$ cat src/rtl/dma_engine.sv
// rtl/dma_engine.sv - bus-initiating byte-copy DMA engine with IO register window
module dma_engine #(
    parameter logic [7:0] DMA_ADDRESS = 8'h10
) (
    input  logic        clk,
    input  logic        rst_n,
    input  logic [7:0]  din,
    input  logic [7:0]  address,
    input  logic        w_en,
    input  logic        r_en,
    output logic [7:0]  dout,
    output logic        bus_req,
    input  logic        bus_gnt,
    output logic [15:0] m_address,
    output logic [7:0]  m_dout,
    output logic        m_w_en,
    output logic        m_r_en,
    input  logic [7:0]  m_din,
    output logic        done_flag,
    input  logic        done_flag_clr
);

    localparam logic [2:0] IDLE    = 3'd0;
    localparam logic [2:0] REQ     = 3'd1;
    localparam logic [2:0] READ    = 3'd2;
    localparam logic [2:0] CAPTURE = 3'd3;
    localparam logic [2:0] WRITE   = 3'd4;

    logic [2:0]  state;
    logic [15:0] src;
    logic [15:0] dst;
    logic [7:0]  count;
    logic [7:0]  buffer;
    logic        inc_src;
    logic        inc_dst;

    logic [7:0]  offset;
    logic        hit;
    logic        busy;
    logic        ctrl_wr;
    logic        start_wr;
    logic        data_reg_wr;
    logic        last_byte;
    logic        done_set;
    logic        done_clr;
    logic [7:0]  rdata;
    logic        unused_din;

    // Offset wraps for addresses below the window, so a single compare covers both ends.
    assign offset      = address - DMA_ADDRESS;
    assign hit         = offset < 8'd6;
    assign busy        = state != IDLE;
    assign ctrl_wr     = w_en && hit && (offset == 8'd5);
    assign start_wr    = ctrl_wr && din[0] && !busy;
    assign data_reg_wr = w_en && hit && (offset != 8'd5) && !busy;
    assign last_byte   = (state == WRITE) && (count == 8'd1);
    assign done_set    = (start_wr && (count == 8'd0)) || last_byte;
    assign done_clr    = done_flag_clr || (ctrl_wr && din[2]);
    assign unused_din  = &{1'b0, din[7:5], din[1]};

    // Programmable registers; the transfer itself advances SRC/DST/COUNT after each write.
    always_ff @(posedge clk) begin
        if (!rst_n) begin
            src     <= 16'h0000;
            dst     <= 16'h0000;
            count   <= 8'h00;
            inc_src <= 1'b0;
            inc_dst <= 1'b0;
            buffer  <= 8'h00;
        end else begin
            if (data_reg_wr) begin
                case (offset)
                    8'd0:    src[7:0]  <= din;
                    8'd1:    src[15:8] <= din;
                    8'd2:    dst[7:0]  <= din;
                    8'd3:    dst[15:8] <= din;
                    default: count     <= din;
                endcase
            end
            if (ctrl_wr) begin
                inc_src <= din[3];
                inc_dst <= din[4];
            end
            if (state == CAPTURE) begin
                buffer <= m_din;
            end
            if (state == WRITE) begin
                count <= count - 8'd1;
                src   <= src + {15'h0000, inc_src};
                dst   <= dst + {15'h0000, inc_dst};
            end
        end
    end

    // Transfer sequencer: grant is only looked at in REQ and when leaving WRITE.
    always_ff @(posedge clk) begin
        if (!rst_n) begin
            state <= IDLE;
        end else begin
            case (state)
                IDLE:    if (start_wr && (count != 8'd0)) state <= REQ;
                REQ:     if (bus_gnt) state <= READ;
                READ:    state <= CAPTURE;
                CAPTURE: state <= WRITE;
                WRITE: begin
                    if (count == 8'd1)  state <= IDLE;
                    else if (bus_gnt)   state <= READ;
                    else                state <= REQ;
                end
                default: state <= IDLE;
            endcase
        end
    end

    // Completion flag: a new completion wins over any clear in the same cycle.
    always_ff @(posedge clk) begin
        if (!rst_n)        done_flag <= 1'b0;
        else if (done_set) done_flag <= 1'b1;
        else if (done_clr) done_flag <= 1'b0;
    end

    // Register read mux; values are live so software can watch progress.
    always_comb begin
        rdata = 8'h00;
        case (offset)
            8'd0:    rdata = src[7:0];
            8'd1:    rdata = src[15:8];
            8'd2:    rdata = dst[7:0];
            8'd3:    rdata = dst[15:8];
            8'd4:    rdata = count;
            8'd5:    rdata = {3'b000, inc_dst, inc_src, done_flag, busy, 1'b0};
            default: rdata = 8'h00;
        endcase
    end

    // Registered read data, zero when not addressed so it can be OR-combined upstream.
    always_ff @(posedge clk) begin
        if (!rst_n) dout <= 8'h00;
        else        dout <= (r_en && hit) ? rdata : 8'h00;
    end

    // Master-side outputs decoded purely from state.
    always_comb begin
        bus_req   = busy;
        m_address = 16'h0000;
        m_dout    = 8'h00;
        m_r_en    = 1'b0;
        m_w_en    = 1'b0;
        if (state == READ) begin
            m_address = src;
            m_r_en    = 1'b1;
        end else if (state == WRITE) begin
            m_address = dst;
            m_dout    = buffer;
            m_w_en    = 1'b1;
        end
    end

endmodule

$ cat config.mk
export PLATFORM = sky130hd
export DESIGN_NAME = dma_engine
export DESIGN_NICKNAME = d
export VERILOG_FILES = /design/src/rtl/dma_engine.sv
export SDC_FILE = /design/constraint.sdc
export NUM_CORES = 1
export LEC_CHECK = 0
export ABC_AREA = 1
export CORE_MARGIN = 1
export CORE_UTILIZATION = 50
export DETAILED_ROUTE_END_ITERATION = 8
export HOLD_SLACK_MARGIN = 0.08
export PLACE_DENSITY_LB_ADDON = 0.05
export SLEW_MARGIN = 0
export SYNTH_ARGS = -nofsm -noshare
export SYNTH_HDL_FRONTEND = slang
export SYNTH_SLANG_ARGS = --single-unit
$ cat constraint.sdc
create_clock -name clk -period 3.15 [get_ports clk]
set_input_delay 0.315 -clock clk [delete_from_list [all_inputs] [get_ports clk]]
set_output_delay 0.315 -clock clk [all_outputs]
set_load 0.005 [all_outputs]
==> results of run 1 <==
-- tightest hold or removal path, stage by stage (launching register included) --
cell and delay (ps):
dfxtp_1 300, inv_1 60, a21oi_1 50
-- through the flow --
step	setup slack (ps)	utilization (%)	area, um2	power, uW	std cells
after CTS	377	62.2	5110	1570	858
after global routing	234	62.2	5110	1620	858
after detailed placement	520	59.9	4920	916	842
after global placement	591	59.9	4920	915	842
after floorplan	1580	-	4230	856	690
final	371	62.2	5110	1570	858
-- cells by family after synthesis --
family	count (synthesis)
compound gates	114
xor+xnor	5
fa+ha+maj	6
buf+inv	116
flops	62
simple gates	387
-- metal layers --
metal | share of wire, % | wire length (um) | vias up | track usage (%)
met1 | 45 | 6130 | 2154 | 43.2
met2 | 44 | 6010 | 246 | 50.5
met4 | 4.2 | 582 | 0 | 16.8
li1 | - | - | 2367 | -
met3 | 7.5 | 1030 | 48 | 4.69
met5 | 0 | 0 | - | 0
-- final cells by class --
type / instances / area (um2) / area share (%)
Sequential cell: 62 / 1240 / 24.3
Tap cell: 105 / 131 / 2.57
Timing Repair Buffer: 69 / 693 / 13.6
Inverter: 94 / 353 / 6.91
Clock inverter: 6 / 46.3 / 0.906
Clock buffer: 10 / 138 / 2.69
Multi-Input combinational cell: 512 / 2510 / 49.1
-- power breakdown --
part | switching, uW | total (uW) | leakage (uW) | internal, uW
Clock | 361 | 672 | 0.0000889 | 311
Sequential | 0.690 | 784 | 0.000499 | 784
Combinational | 67.3 | 116 | 0.00138 | 48.8
-- layout by cell type (no fill, tap or decap), drive strengths merged --
master         synthesis  layout
nor3                  13      13
nand2                171     171
o22ai                 33      33
buf                   14       4
a31oi                  1       1
a22oi                  1       1
nor2                 113     113
clkbuf                 8      10
o211ai                 1       1
xor2                   4       4
clkinvlp               0       2
ha                     6       6
inv                   93      94
o21a                   2       2
clkdlybuf4s50          0      65
nand3                 79      79
nand4                 11      11
o21ai                 37      37
o221ai                 1       1
xnor2                  1       1
a21oi                 38      38
clkinv                 1       4
dfxtp                 62      62
-- sequential cells by signal (all words and copies together), names as in the netlist --
name and count:
dst 16, src 16, buffer 8, count 8
dout 8, state 3, done_flag 1, inc_dst 1
inc_src 1
-- how the worst min path moves through the flow --
stage / start / endpoint / cells after the start
global placement: buffer[2] / buffer[2] / 2
finish: buffer[7] / buffer[7] / 2
global route: buffer[0] / buffer[0] / 2
floorplan: buffer[0] / buffer[0] / 2
detailed placement: buffer[7] / buffer[7] / 2
CTS: buffer[7] / buffer[7] / 2
==> results by group, run 1 <==
Global routing
  – GR Overflow Total: 0
  – GRT Util Overall: 32.4%
  – Initial antenna violation count: 0
  – Vias in the first global route: 4,333
  – Pin count of the biggest net entering global routing: 41
  – First-pass GRT wire length: 21,600 um

Worst setup path
  – Cell family with most CP delay: buffers and inverters
  – Crit. End Element: primary output
  – Worst setup SP type: register
  – Worst EP required: 2830 ps
  – Crit path cell chain: inv_1 > nor2_1 > clkinv_1 > o22ai_1 > clkdlybuf4s50_1
  – Levels on crit path: 5
  – Setup crit end: m_address[1]
  – Worst Setup Path Type: reg2out
  – Critical Path Start: state[1]
  – Worst R2R Setup Slack: 1120 ps
  – Slowest cell delay on critical path: 560 ps
  – WP buf/inv: 3
  – Worst Path Arrival: 2460 ps
  – FF-to-FF End: src[10]
  – Reg2reg path depth: 10
  – Worst path slowest cell: clkdlybuf4s50_1
  – Reg-to-reg startpoint: inc_src
  – Crit path max fanout: 17

STA
  – Hold WS: 455 ps
  – Fmax: 360 MHz
  – Worst-Margin Slew: 876 ps
  – Skew final: 11.6 ps
  – RSZ-0062 raised after global routing: no
  – Max Slew Vio Count: 0
  – Worst rel slew slack: 41.5%
  – Hold Fails Final Rpt: 0
  – Endpoints failing setup: 0
  – Final worst path period share: 88.2%
  – Setup TNS Final: 0 ps
  – Final min period: 2780 ps

Die
  – Core area: 8220 um2
  – Initial Util: 51.4%
  – # rows: 33
  – Die H: 93.9 um
  – Die area: 8820 um2
  – IO Pins: 66
  – Die Wd: 93.9 um

Placement
  – Final HPWL DP: 9910 um
  – GP Congestion: 0.944
  – Port Buffers: 65

Synth
  – Syn_area_per_cell: 6.13 um2
  – Netlist cell types: 33
  – Post-synthesis compound-gate area fraction: 14.8%
  – Sequential area share after synthesis: 29.4%
  – Synthesized Nets: 726
  – Post-synthesis adder-cell area fraction: 1.78%
  – Synth Area in Simple Gates: 41.7%
  – Flops & latches, synth: 62
  – XOR/XNOR Fraction of Synth Area: 1.04%
  – Mapped Cells: 690
  – Post-synth EDFFs: 0
  – YS warnings: 0
  – Mapped cell area: 4230 um2
  – Post-synthesis mux area share: 0%
  – Dominant synthesized flop cell: dfxtp_1
  – Top-count cell post-synth: nand2_1
  – Top cells by count, synth: 158 x nand2_1, 108 x nor2_1, 88 x inv_1
  – Main combinational cell family by area after synthesis: simple AND/OR/NAND/NOR gates
  – Fraction of post-synthesis cell area in the top cell type by area: 29.4%
  – Synth area leaders: dfxtp_1 29%, nand2_1 14%, nor2_1 9.6%
  – Synth async-reset ratio: 0%
  – Synth area leader: dfxtp_1

Route
  – DR vias/cell: 5.61
  – Starting DRC count in detailed routing: 393
  – Vias after detailed routing: 4,815
  – DR WL/cell: 16.0 um
  – TritonRoute pass-1 iters: 5
  – Final WL: 13,800 um
  – Residual DRC: 0
  – Post-route ant nets: 0

Run status
  – Status: complete, no violations

CTS
  – Root buf cell: clkbuf_8
  – Clk pin slew, worst setup/hold paths: 80 ps
  – Clock Path Buffers: 2
  – Sink Count: 62
  – CTS tree: yes
  – CTS Buf Count: 9
  – CTS resizes: 0
  – H-tree depth: 3
  – Hold_buf cts: 0
  – Setup bufs post-CTS: 0
  – Skew-Pair Late Insertion Delay: 350 ps

Power
  – Leak Pwr: 0.00196 uW
  – Pwr dens: 308 nW/um2
  – Worst VDD drop: 184 uV

Cells and area
  – Synth-to-layout area growth: 20.9%
  – Share of layout cells above drive strength 1: 7.04%
  – Nets: 784
  – Layout fillers: 780
  – Antenna cells: 0

Worst hold path
  – Worst Hold Class: reg2reg

Job
  – MaxCap Viol Count: 0
No activity file was read; power rests on OpenSTA's default activity.
==> inputs of run 2 (changes only) <==
--- a/config.mk
+++ b/config.mk
@@ -11,6 +11,7 @@
 export DETAILED_ROUTE_END_ITERATION = 8
 export HOLD_SLACK_MARGIN = 0.08
 export PLACE_DENSITY_LB_ADDON = 0.05
+export SKIP_CTS_REPAIR_TIMING = 1
 export SLEW_MARGIN = 0
 export SYNTH_ARGS = -nofsm -noshare
 export SYNTH_HDL_FRONTEND = slang
==> results of run 2 <==
Final layout, timing and power as in run 1 (identical DEF).
